==> config.mk <==
export PLATFORM = sky130hd
export DESIGN_NAME = mem_access_stage_flat
export DESIGN_NICKNAME = d
export VERILOG_FILES = /design/src/rtl/mem_access_stage_if.sv /design/src/rtl/mem_access_stage.sv /design/src/flat_wrapper.sv
export SDC_FILE = /design/constraint.sdc
export NUM_CORES = 1
export LEC_CHECK = 0
export CAP_MARGIN = 20
export CORE_AREA = 5 5 179 181
export CTS_CLUSTER_SIZE = 30
export DETAILED_ROUTE_END_ITERATION = 8
export DIE_AREA = 0 0 184 186
export PLACE_DENSITY = 0.63
export SLEW_MARGIN = 30
export SYNTH_ARGS = -nofsm -noshare
export SYNTH_HDL_FRONTEND = slang
export SYNTH_SLANG_ARGS = --single-unit
==> constraint.sdc <==
create_clock -name clk_i -period 2.4 [get_ports clk_i]
set_input_delay 0.24 -clock clk_i [delete_from_list [all_inputs] [get_ports clk_i]]
set_output_delay 0.24 -clock clk_i [all_outputs]
set_load 0.05 [all_outputs]
==> src/rtl/mem_access_stage_if.sv <==
// Variable-latency req/ack data-memory port used by the Y86-64 memory stage.
// The stage drives the request side (master); the memory model or controller answers on the slave side.
interface mem_access_stage_if;
  logic        mem_req_o;
  logic        mem_we_o;
  logic [63:0] mem_addr_o;
  logic [63:0] mem_wdata_o;
  logic        mem_ack_i;
  logic        mem_err_i;
  logic [63:0] mem_rdata_i;

  modport master (
    output mem_req_o,
    output mem_we_o,
    output mem_addr_o,
    output mem_wdata_o,
    input  mem_ack_i,
    input  mem_err_i,
    input  mem_rdata_i
  );

  modport slave (
    input  mem_req_o,
    input  mem_we_o,
    input  mem_addr_o,
    input  mem_wdata_o,
    output mem_ack_i,
    output mem_err_i,
    output mem_rdata_i
  );
endinterface

==> src/rtl/mem_access_stage.sv <==
// Y86-64 memory stage: one data-memory access per start over a req/ack port, yielding valM and status.
// Optional macro MEM_ALIGN_CHECK_EN rejects memory ops whose address is not 8-byte aligned.
module mem_access_stage #(
  parameter int unsigned MEM_BYTES = 8192,
  parameter int unsigned TIMEOUT   = 16
) (
  input  logic                clk_i,
  input  logic                rst_n_i,
  input  logic                start_i,
  input  logic [3:0]          icode_i,
  input  logic [2:0]          stat_i,
  input  logic [63:0]         valE_i,
  input  logic [63:0]         valA_i,
  input  logic [63:0]         valP_i,
  mem_access_stage_if.master  mem,
  output logic [63:0]         valM_o,
  output logic [2:0]          stat_o,
  output logic                done_o,
  output logic                busy_o
);

  localparam logic [3:0] I_RMMOVQ = 4'h4;
  localparam logic [3:0] I_MRMOVQ = 4'h5;
  localparam logic [3:0] I_CALL   = 4'h8;
  localparam logic [3:0] I_RET    = 4'h9;
  localparam logic [3:0] I_PUSHQ  = 4'hA;
  localparam logic [3:0] I_POPQ   = 4'hB;

  localparam logic [2:0] ST_AOK = 3'd1;
  localparam logic [2:0] ST_ADR = 3'd3;

  localparam int unsigned CNT_W = $clog2(TIMEOUT + 1);
  localparam logic [CNT_W-1:0] CNT_LAST = CNT_W'(TIMEOUT - 1);
  // Highest legal start address; addr + 8 is never formed, so no 64-bit wrap.
  localparam logic [63:0] ADDR_MAX = 64'(MEM_BYTES - 8);

  typedef enum logic [1:0] {
    S_IDLE = 2'd0,
    S_REQ  = 2'd1,
    S_DONE = 2'd2
  } state_t;

  function automatic logic is_mem_op(input logic [3:0] ic);
    case (ic)
      I_RMMOVQ, I_MRMOVQ, I_CALL, I_RET, I_PUSHQ, I_POPQ: is_mem_op = 1'b1;
      default:                                            is_mem_op = 1'b0;
    endcase
  endfunction

  function automatic logic is_read_op(input logic [3:0] ic);
    case (ic)
      I_MRMOVQ, I_RET, I_POPQ: is_read_op = 1'b1;
      default:                 is_read_op = 1'b0;
    endcase
  endfunction

  function automatic logic is_write_op(input logic [3:0] ic);
    case (ic)
      I_RMMOVQ, I_PUSHQ, I_CALL: is_write_op = 1'b1;
      default:                   is_write_op = 1'b0;
    endcase
  endfunction

  state_t           state_r;
  state_t           state_nx_s;
  logic [3:0]       icode_r;
  logic [63:0]      addr_r;
  logic [63:0]      wdata_r;
  logic             we_r;
  logic [63:0]      valm_r;
  logic [2:0]       stat_r;
  logic [CNT_W-1:0] cnt_r;

  logic [63:0]      addr_sel_s;
  logic [63:0]      wdata_sel_s;
  logic             addr_bad_s;
  logic [2:0]       start_stat_s;
  logic             start_req_s;

  // Start-time operand selection and routing decision.
  always_comb begin
    addr_sel_s   = valE_i;
    wdata_sel_s  = valA_i;
    addr_bad_s   = 1'b0;
    start_stat_s = ST_AOK;
    start_req_s  = 1'b0;
    if ((icode_i == I_POPQ) || (icode_i == I_RET)) begin
      addr_sel_s = valA_i;
    end else begin
      addr_sel_s = valE_i;
    end
    if (icode_i == I_CALL) begin
      wdata_sel_s = valP_i;
    end else begin
      wdata_sel_s = valA_i;
    end
`ifdef MEM_ALIGN_CHECK_EN
    addr_bad_s = (addr_sel_s > ADDR_MAX) || (addr_sel_s[2:0] != 3'd0);
`else
    addr_bad_s = (addr_sel_s > ADDR_MAX);
`endif
    if (stat_i != ST_AOK) begin
      start_stat_s = stat_i;
      start_req_s  = 1'b0;
    end else if (!is_mem_op(icode_i)) begin
      start_stat_s = ST_AOK;
      start_req_s  = 1'b0;
    end else if (addr_bad_s) begin
      start_stat_s = ST_ADR;
      start_req_s  = 1'b0;
    end else begin
      start_stat_s = ST_AOK;
      start_req_s  = 1'b1;
    end
  end

  // State register.
  always_ff @(posedge clk_i or negedge rst_n_i) begin
    if (!rst_n_i) begin
      state_r <= S_IDLE;
    end else begin
      state_r <= state_nx_s;
    end
  end

  // Next-state logic; an ack in the last timeout cycle still completes normally.
  always_comb begin
    state_nx_s = state_r;
    case (state_r)
      S_IDLE: begin
        if (start_i) begin
          state_nx_s = start_req_s ? S_REQ : S_DONE;
        end else begin
          state_nx_s = S_IDLE;
        end
      end
      S_REQ: begin
        if (mem.mem_ack_i || (cnt_r == CNT_LAST)) begin
          state_nx_s = S_DONE;
        end else begin
          state_nx_s = S_REQ;
        end
      end
      S_DONE:  state_nx_s = S_IDLE;
      default: state_nx_s = S_IDLE;
    endcase
  end

  // Latched access fields, result registers and timeout counter.
  always_ff @(posedge clk_i or negedge rst_n_i) begin
    if (!rst_n_i) begin
      icode_r <= 4'd0;
      addr_r  <= 64'd0;
      wdata_r <= 64'd0;
      we_r    <= 1'b0;
      valm_r  <= 64'd0;
      stat_r  <= ST_AOK;
      cnt_r   <= '0;
    end else begin
      case (state_r)
        S_IDLE: begin
          cnt_r <= '0;
          if (start_i) begin
            icode_r <= icode_i;
            addr_r  <= addr_sel_s;
            wdata_r <= wdata_sel_s;
            we_r    <= is_write_op(icode_i);
            valm_r  <= 64'd0;
            stat_r  <= start_stat_s;
          end
        end
        S_REQ: begin
          if (mem.mem_ack_i) begin
            cnt_r <= '0;
            if (mem.mem_err_i) begin
              stat_r <= ST_ADR;
              valm_r <= 64'd0;
            end else begin
              stat_r <= ST_AOK;
              if (is_read_op(icode_r)) begin
                valm_r <= mem.mem_rdata_i;
              end
            end
          end else if (cnt_r == CNT_LAST) begin
            cnt_r  <= '0;
            stat_r <= ST_ADR;
          end else begin
            cnt_r <= cnt_r + CNT_W'(1);
          end
        end
        S_DONE:  cnt_r <= '0;
        default: cnt_r <= '0;
      endcase
    end
  end

  // Outputs decoded from registered state so reset drops the request at once.
  always_comb begin
    mem.mem_req_o   = 1'b0;
    mem.mem_we_o    = 1'b0;
    mem.mem_addr_o  = addr_r;
    mem.mem_wdata_o = wdata_r;
    valM_o          = valm_r;
    stat_o          = stat_r;
    busy_o          = 1'b0;
    done_o          = 1'b0;
    case (state_r)
      S_IDLE: begin
        busy_o = 1'b0;
      end
      S_REQ: begin
        mem.mem_req_o = 1'b1;
        mem.mem_we_o  = we_r;
        busy_o        = 1'b1;
      end
      S_DONE: begin
        busy_o = 1'b1;
        done_o = 1'b1;
      end
      default: begin
        busy_o = 1'b0;
      end
    endcase
  end

endmodule

==> src/flat_wrapper.sv <==
// flat-port wrapper written by rule: the top's interface ports become plain ports
module mem_access_stage_flat 
#(
  parameter int unsigned MEM_BYTES = 8192,
  parameter int unsigned TIMEOUT   = 16
)
  (clk_i, rst_n_i, start_i, icode_i, stat_i, valE_i, valA_i, valP_i, valM_o, stat_o, done_o, busy_o, mem_mem_req_o, mem_mem_we_o, mem_mem_addr_o, mem_mem_wdata_o, mem_mem_ack_i, mem_mem_err_i, mem_mem_rdata_i);
  mem_access_stage_if mem_i ();
  input  logic clk_i;
  input  logic rst_n_i;
  input  logic start_i;
  input  logic [3:0] icode_i;
  input  logic [2:0] stat_i;
  input  logic [63:0] valE_i;
  input  logic [63:0] valA_i;
  input  logic [63:0] valP_i;
  output logic [63:0] valM_o;
  output logic [2:0] stat_o;
  output logic done_o;
  output logic busy_o;
  output wire logic [$bits(mem_i.mem_req_o)-1:0] mem_mem_req_o;
  output wire logic [$bits(mem_i.mem_we_o)-1:0] mem_mem_we_o;
  output wire logic [$bits(mem_i.mem_addr_o)-1:0] mem_mem_addr_o;
  output wire logic [$bits(mem_i.mem_wdata_o)-1:0] mem_mem_wdata_o;
  input wire logic [$bits(mem_i.mem_ack_i)-1:0] mem_mem_ack_i;
  input wire logic [$bits(mem_i.mem_err_i)-1:0] mem_mem_err_i;
  input wire logic [$bits(mem_i.mem_rdata_i)-1:0] mem_mem_rdata_i;
  assign mem_mem_req_o = mem_i.mem_req_o;
  assign mem_mem_we_o = mem_i.mem_we_o;
  assign mem_mem_addr_o = mem_i.mem_addr_o;
  assign mem_mem_wdata_o = mem_i.mem_wdata_o;
  assign mem_i.mem_ack_i = mem_mem_ack_i;
  assign mem_i.mem_err_i = mem_mem_err_i;
  assign mem_i.mem_rdata_i = mem_mem_rdata_i;
  mem_access_stage #(.MEM_BYTES(MEM_BYTES), .TIMEOUT(TIMEOUT)) u_core (.clk_i(clk_i), .rst_n_i(rst_n_i), .start_i(start_i), .icode_i(icode_i), .stat_i(stat_i), .valE_i(valE_i), .valA_i(valA_i), .valP_i(valP_i), .mem(mem_i), .valM_o(valM_o), .stat_o(stat_o), .done_o(done_o), .busy_o(busy_o));
endmodule
==> results.py, run 1 <==
metrics = {
    "flow_run": {
        "maxCapViolations": 0,
    },
    "detailed_routing": {
        "drt_iter0_drc": 556,
        "firstDrtPassIters": 5,
        "ant_nets": 0,
        "routed_via_density": 4.994,
        "wl_per_cell_um": 22.56,
        "wl_um": 40190,
        "drc": 0,
        "vias": 8900,
    },
    "logic_synthesis": {
        "synth_cell_type_count": 43,
        "yosysWarnings": 0,
        "synthAdderAreaFrac_pct": 0.5437,
        "synth_compound_area_share_pct": 15.20,
        "async_flop_share_pct": 100.0,
        "synth_fp_nets": 1174,
        "synth_edf_count": 0,
        "netlist_area_sq_um": 9205,
        "ys.flop_type": "dfrtp_1",
        "avgSynthCellArea_sq_um": 10.21,
        "synthCells": 902,
        "post_synth_mux_area_share_pct": 7.068,
        "yosys.area_share.xor_xnor_pct": 0.1903,
        "ys_seq_elements": 207,
        "seq_area_frac_synth_pct": 56.29,
        "synth_top_family_by_area": "simple AND/OR/NAND/NOR gates",
        "yosysTopAreaCellShare_pct": 56.00,
        "yosys.area_share.simple_pct": 16.30,
        "post-synth-top-count-cell": "nand2_1",
        "synth_top_cells_by_count": "211 x nand2_1, 206 x dfrtp_1, 72 x nor2_1",
        "synthTopCellsByArea": "dfrtp_1 56%, nand2_1 8.6%, mux2i_1 7.1%, a22o_1 6.1%, a31oi_1 4.4%",
        "synth_area_leader_cell": "dfrtp_1",
    },
    "setup_path": {
        "crit_start": "u_core.state_r[1]",
        "cp.arrival_ns": 2.04,
        "startpoint_type": "flop",
        "critical_path_required_ns": 2.16,
        "critical_path.max_fanout": 2,
        "reg2reg_from": "u_core.state_r[1]",
        "endpoint_kind": "output pin",
        "worstSetupPathType": "flop to output pin",
    },
    "clocking": {
        "cts_htree_levels": 1,
        "clkLatencyLatePin_ns": 0.52,
        "cts_buffers": 25,
        "clk_path_buf_depth": 3,
        "post-cts-setup-buffers": 0,
        "cts_tree": "done",
        "cts_sinks": 207,
        "cts_root_buf": "clkbuf_16",
        "clkTransAtPathRegs_ns": 0.06,
    },
    "hold_path": {
        "hold_path.class": "primary input to async pin",
    },
    "floorplan": {
        "dieArea_sq_um": 34220,
        "pin_count": 467,
        "start_util_pct": 30.41,
        "rows": 64,
        "die_h_um": 186,
        "core-area_sq_um": 30270,
        "die_width_um": 184,
    },
    "finish": {
        "nets": 1636,
        "stdcell_area_sq_um": 15260,
        "drive_gt1_share_pct": 6.083,
        "n_fill_cell": 2797,
        "ff_latch_area_sq_um": 5181,
        "multi_input_area_sq_um": 3636,
        "area_growth_syn_to_layout_pct": 65.81,
    },
    "power_and_ir_drop": {
        "pwr-share-seq_pct": 35.8,
        "p_switching_mw": 3.669,
        "pwr-share-clk_pct": 36.0,
        "vdd_drop_max_mv": 0.4556,
        "cellPowerDensity_nw_per_um2": 733.9,
        "intPower_mw": 7.533,
        "power.share.combinational_pct": 28.2,
        "swShare_pct": 32.75,
        "leakagePower_nw": 6.322,
    },
    "sta": {
        "grt_setup_unrepaired": "false",
        "max_freq_mhz": 439.3,
        "fin_crit_ns": 2.276,
        "relSlewSlack_pct": 55.04,
        "hold_viol": 0,
        "setup_ws_ns": 0.1238,
        "finalClockSkew_ns": 0.009160,
        "tightest_slew_ns": 0.6723,
        "fin_crit_sh_pct": 94.84,
        "drv_slew": 0,
        "finalSetupViolCount": 0,
    },
    "placement": {
        "place_area_sq_um": 14370,
        "pre_cts_slack_ns": -0.03091,
        "hpwl_um": 31490,
        "port_buffers": 466,
        "place.gp.congestion": 0.8964,
    },
    "global_route": {
        "grt_use_total_pct": 22.76,
        "overflow": 0,
        "grt_start_max_net_pins": 76,
        "grt_pass1_vias": 9368,
        "antenna_found_initial": 5,
        "grt_pass1_wl_um": 59530,
    },
    "outcome": {
        "status": "complete, no violations",
    },
}
flip-flops by register name, indices dropped and copies added, names as in the netlist:
register / cells
u_core.mem.mem_addr_o: 64
u_core.mem.mem_wdata_o: 64
u_core.valM_o: 64
u_core.cnt_r: 5
u_core.icode_r: 4
u_core.stat_o: 3
u_core.state_r: 2
u_core.we_r: 1
power groups by stage:
stage / logic [mW] / registers, mW / clock network (mW)
after floorplan: 0.524 / 5.16 / 0
after global placement: 3.16 / 4.06 / 0
after detailed placement: 3.18 / 4.07 / 0
after CTS: 3.18 / 4.01 / 4.15
after global routing: 3.32 / 4.05 / 4.31
final: 3.15 / 4.01 / 4.04
cells in the final DEF (no fill, tap or decap), types with 10 or more instances in the layout:
| cell type | count |
|---|---|
| clkdlybuf4s50_1 | 463 |
| nand2_1 | 210 |
| dfrtp_1 | 206 |
| nor2_1 | 72 |
| a31oi_1 | 65 |
| mux2i_1 | 65 |
| a22o_1 | 64 |
| o21ai_0 | 42 |
| o21ai_1 | 25 |
| clkbuf_16 | 25 |
| nor4_1 | 22 |
| buf_4 | 21 |
| buf_12 | 11 |
| nand4_1 | 10 |
logic make-up after synthesis:
family,Yosys count
buffers and inverters,67
adders and majority gates,4
and+or+nand+nor,348
xor gates and xnor gates,2
AOI/OAI and AO/OA,209
muxes,65
DFF,207
worst paths after layout:
kind                            slack [ns]                        end  cells after the start
worst max-delay path                  0.12                     busy_o                      3
min in group clk_i                    0.32  u_core.mem.mem_addr_o[53]                      3
worst max register to register        0.49           u_core.valM_o[5]                      6
worst min-delay path                  0.30          u_core.valM_o[20]                      2
worst min register to register        0.47            u_core.cnt_r[0]                      1
max in group asynchronous             1.34           u_core.stat_o[0]                      3
through the flow:
stage                     hold slack [ns]  instances  util (%)  power [mW]   TNS, ns
after floorplan                  -0.05559        902         -       5.684         0
after global placement             0.2676       1732     47.46       7.221  -0.06055
after detailed placement           0.2693       1732     47.46       7.243  -0.03877
after CTS                          0.2902       1777     50.38       11.35         0
after global routing               0.3051       1780     50.41       11.69         0
final                              0.2995       1782     50.43       11.20         0
cell type report:
cell class | instances | area share (%)
antenna | 5 | 0.08197
clock buffer | 36 | 4.828
multi-input combinational | 628 | 23.82
clock inverter | 8 | 0.9181
timing repair buffer | 498 | 33.06
sequential | 207 | 33.95
tap | 396 | 3.246
inverter | 4 | 0.09837
critical path, stage by stage, from the launching register on:
cell and delay [ns]:
dfrtp_1 0.38, inv_1 0.07, ha_1 0.27, clkdlybuf4s50_1 0.81
layer usage:
layer | track usage [%] | part of all wire, %
met2 | 38.56 | 48
met4 | 6.891 | 2.8
met5 | 0 | 0.067
met3 | 8.579 | 11
met1 | 27.01 | 38
repair_timing:
| action | in CTS | in global routing |
|---|---|---|
| resized for setup | 1 | 0 |
| hold endpoints to repair | 65 | 0 |
| hold buffers | 1 | 0 |
| endpoints found under the setup margin | 1 | 0 |
(Power assumes the default switching activity.)
==> run 2, diff against run 1 <==
--- a/config.mk
+++ b/config.mk
@@ -6,11 +6,12 @@
 export NUM_CORES = 1
 export LEC_CHECK = 0
 export CAP_MARGIN = 20
-export CORE_AREA = 5 5 179 181
+export CORE_ASPECT_RATIO = 0.8
+export CORE_MARGIN = 5
+export CORE_UTILIZATION = 30
 export CTS_CLUSTER_SIZE = 30
 export DETAILED_ROUTE_END_ITERATION = 8
-export DIE_AREA = 0 0 184 186
-export PLACE_DENSITY = 0.63
+export PLACE_DENSITY = 0.62
 export SLEW_MARGIN = 30
 export SYNTH_ARGS = -nofsm -noshare
 export SYNTH_HDL_FRONTEND = slang
==> run 2 against run 1 <==
Net effect: clock skew grew 0.0018 ns; global-route usage down 0.57 points; sequential power barely moved; cell area down 0.14%; die area up 0.25%; total power shrank 3.0%; non-clock buffer count rose by 2; combinational power hardly changed; sequential share of layout area is essentially flat; critical path depth unchanged; utilization down 0.14 points; via count is 0.85% higher; largest cell class unchanged; highest routed layer unchanged.
==> results.py, run 2 (same netlist as run 1, synthesis figures left out) <==
metrics = {
    "outcome": {
        "status": "complete, no violations",
    },
    "clocking": {
        "cts_tree": "done",
        "clkLatencyLatePin_ns": 0.51,
        "cts_htree_levels": 1,
        "cts_sinks": 207,
        "cts_root_buf": "clkbuf_16",
        "clk_path_buf_depth": 3,
        "cts_buffers": 24,
        "clkTransAtPathRegs_ns": 0.06,
    },
    "setup_path": {
        "startpoint_type": "flop",
        "critical_path.max_fanout": 2,
        "critical_path_required_ns": 2.16,
        "cp.arrival_ns": 1.96,
        "worstSetupPathType": "flop to output pin",
        "endpoint_kind": "output pin",
    },
    "detailed_routing": {
        "drt_iter0_drc": 663,
        "routed_via_density": 4.998,
        "firstDrtPassIters": 6,
        "drc": 0,
        "ant_nets": 0,
        "wl_per_cell_um": 22.22,
        "vias": 8976,
        "wl_um": 39910,
    },
    "sta": {
        "relSlewSlack_pct": 54.25,
        "fin_crit_sh_pct": 91.60,
        "tightest_slew_ns": 0.6841,
        "drv_slew": 0,
        "setup-tns-final_ns": 0,
        "finalClockSkew_ns": 0.01093,
        "fin_crit_ns": 2.198,
        "max_freq_mhz": 454.9,
        "finalSetupViolCount": 0,
        "grt_setup_unrepaired": "false",
        "hold_slack_ns": 0.2233,
        "hold_viol": 0,
    },
    "power_and_ir_drop": {
        "p_switching_mw": 3.665,
        "power.share.combinational_pct": 29.1,
        "intPower_mw": 7.205,
        "leakagePower_nw": 6.302,
        "swShare_pct": 33.71,
        "vdd_drop_max_mv": 0.4178,
        "pwr-share-seq_pct": 36.8,
        "pwr-share-clk_pct": 34.1,
        "cellPowerDensity_nw_per_um2": 713.2,
    },
    "finish": {
        "nets": 1637,
        "n_fill_cell": 2846,
        "stdcell_area_sq_um": 15240,
        "drive_gt1_share_pct": 6.304,
        "final_core_util_pct": 50.29,
        "area_growth_syn_to_layout_pct": 65.58,
        "instances_no_fill": 1796,
        "final_common_cell": "clkdlybuf4s50_1",
        "final_cell_mix": "462 x clkdlybuf4s50_1, 210 x nand2_1, 206 x dfrtp_1",
    },
    "floorplan": {
        "dieArea_sq_um": 34310,
        "start_util_pct": 30.37,
        "die_width_um": 205.8,
        "die_h_um": 166.7,
        "core-area_sq_um": 30310,
        "pin_count": 467,
        "rows": 57,
    },
    "placement": {
        "port_buffers": 466,
        "hpwl_um": 31080,
        "place_area_sq_um": 14420,
        "place.gp.congestion": 0.9523,
        "dp_cells": 1751,
    },
    "global_route": {
        "grt_pass1_wl_um": 58500,
        "grt_use_total_pct": 22.18,
        "grt_start_max_net_pins": 65,
        "overflow": 0,
        "antenna_found_initial": 4,
        "grt_pass1_vias": 8940,
    },
    "flow_run": {
        "maxCapViolations": 0,
    },
    "hold_path": {
        "hold_path.class": "primary input to async pin",
    },
}
[run 2: cell types whose count changed in the layout (fill, tap and decap cells not counted)]
cell / delta
bufinv_16: -3
clkdlybuf4s50_1: -1
buf_12: +2
dlygate4sd2_1: -1
clkbuf_1: -3
buf_4: +1
dlymetal6s2s_1: +1
clkinvlp_4: +3
diode_2: -2
[run 2: power by group through the flow]
stage          Clock (mW)  Sequential [mW]  Combinational, mW
2_1_floorplan           0             5.16              0.524
3_3_place_gp            0             4.05               3.17
3_5_place_dp            0             4.06               3.17
4_1_cts              3.81             4.00               3.18
5_1_grt              3.97             4.04               3.32
6_report             3.71             4.00               3.16
[run 2: layer usage]
layer,vias to the layer above,share of wire [%],routed length (um),track usage (%)
met3,76,8.9,3549,6.493
li1,4131,-,-,-
met2,402,46,18220,34.99
met1,4365,42,16690,29.54
met5,-,0.033,13,0
met4,2,3.6,1440,7.027
[run 2: critical path, cell delays in order, from the launching register on]
cell and delay [ns]:
dfrtp_1 0.38, inv_1 0.08, ha_1 0.14, clkdlybuf4s50_1 0.84
[run 2: cell type report]
class	count	area [sq um]	share of cell area, %
repair buffers	500	5087	33.38
diodes	3	7.507	0.04925
multi-input cells	628	3636	23.85
clock buffers	33	725.7	4.761
clock inverters	8	72.57	0.4761
flip-flops and latches	207	5181	33.99
well taps	413	516.7	3.390
inverters	4	15.01	0.09851
[run 2: worst paths after layout]
check / start / cells past startpoint / slack [ns] / endpoint
max in group asynchronous: rst_n_i / 3 / 1.47 / u_core.valM_o[0]
worst min-delay path: rst_n_i / 2 / 0.22 / u_core.mem.mem_addr_o[17]
worst min register to register: u_core.mem.mem_wdata_o[56] / 2 / 0.48 / u_core.mem.mem_wdata_o[56]
min in group clk_i: mem_mem_rdata_i[41] / 2 / 0.32 / u_core.valM_o[41]
worst max-delay path: u_core.state_r[0] / 3 / 0.20 / done_o
worst max register to register: u_core.state_r[1] / 6 / 0.57 / u_core.valM_o[37]
[run 2: repair_timing]
action,4_1_cts,5_1_grt
resized for setup,0,1
setup buffers,0,0
setup endpoints to repair,0,1
hold buffers,1,0
hold endpoints to repair,42,0
[run 2: through the flow]
stage	total power, mW	worst slack (ns)
global placement	7.215	0.1540
floorplan	5.684	0.3679
CTS	11.00	0.02437
global route	11.32	0.1362
detailed placement	7.233	0.1303
finish	10.87	0.2015
==> run 3, diff against run 2 <==
--- a/config.mk
+++ b/config.mk
@@ -5,12 +5,14 @@
 export SDC_FILE = /design/constraint.sdc
 export NUM_CORES = 1
 export LEC_CHECK = 0
+export ABC_AREA = 0
 export CAP_MARGIN = 20
 export CORE_ASPECT_RATIO = 0.8
 export CORE_MARGIN = 5
 export CORE_UTILIZATION = 30
 export CTS_CLUSTER_SIZE = 30
 export DETAILED_ROUTE_END_ITERATION = 8
+export GPL_TIMING_DRIVEN = 1
 export PLACE_DENSITY = 0.62
 export SLEW_MARGIN = 30
 export SYNTH_ARGS = -nofsm -noshare
==> results of run 3 <==
Final layout, timing and power as in run 2 (identical DEF).
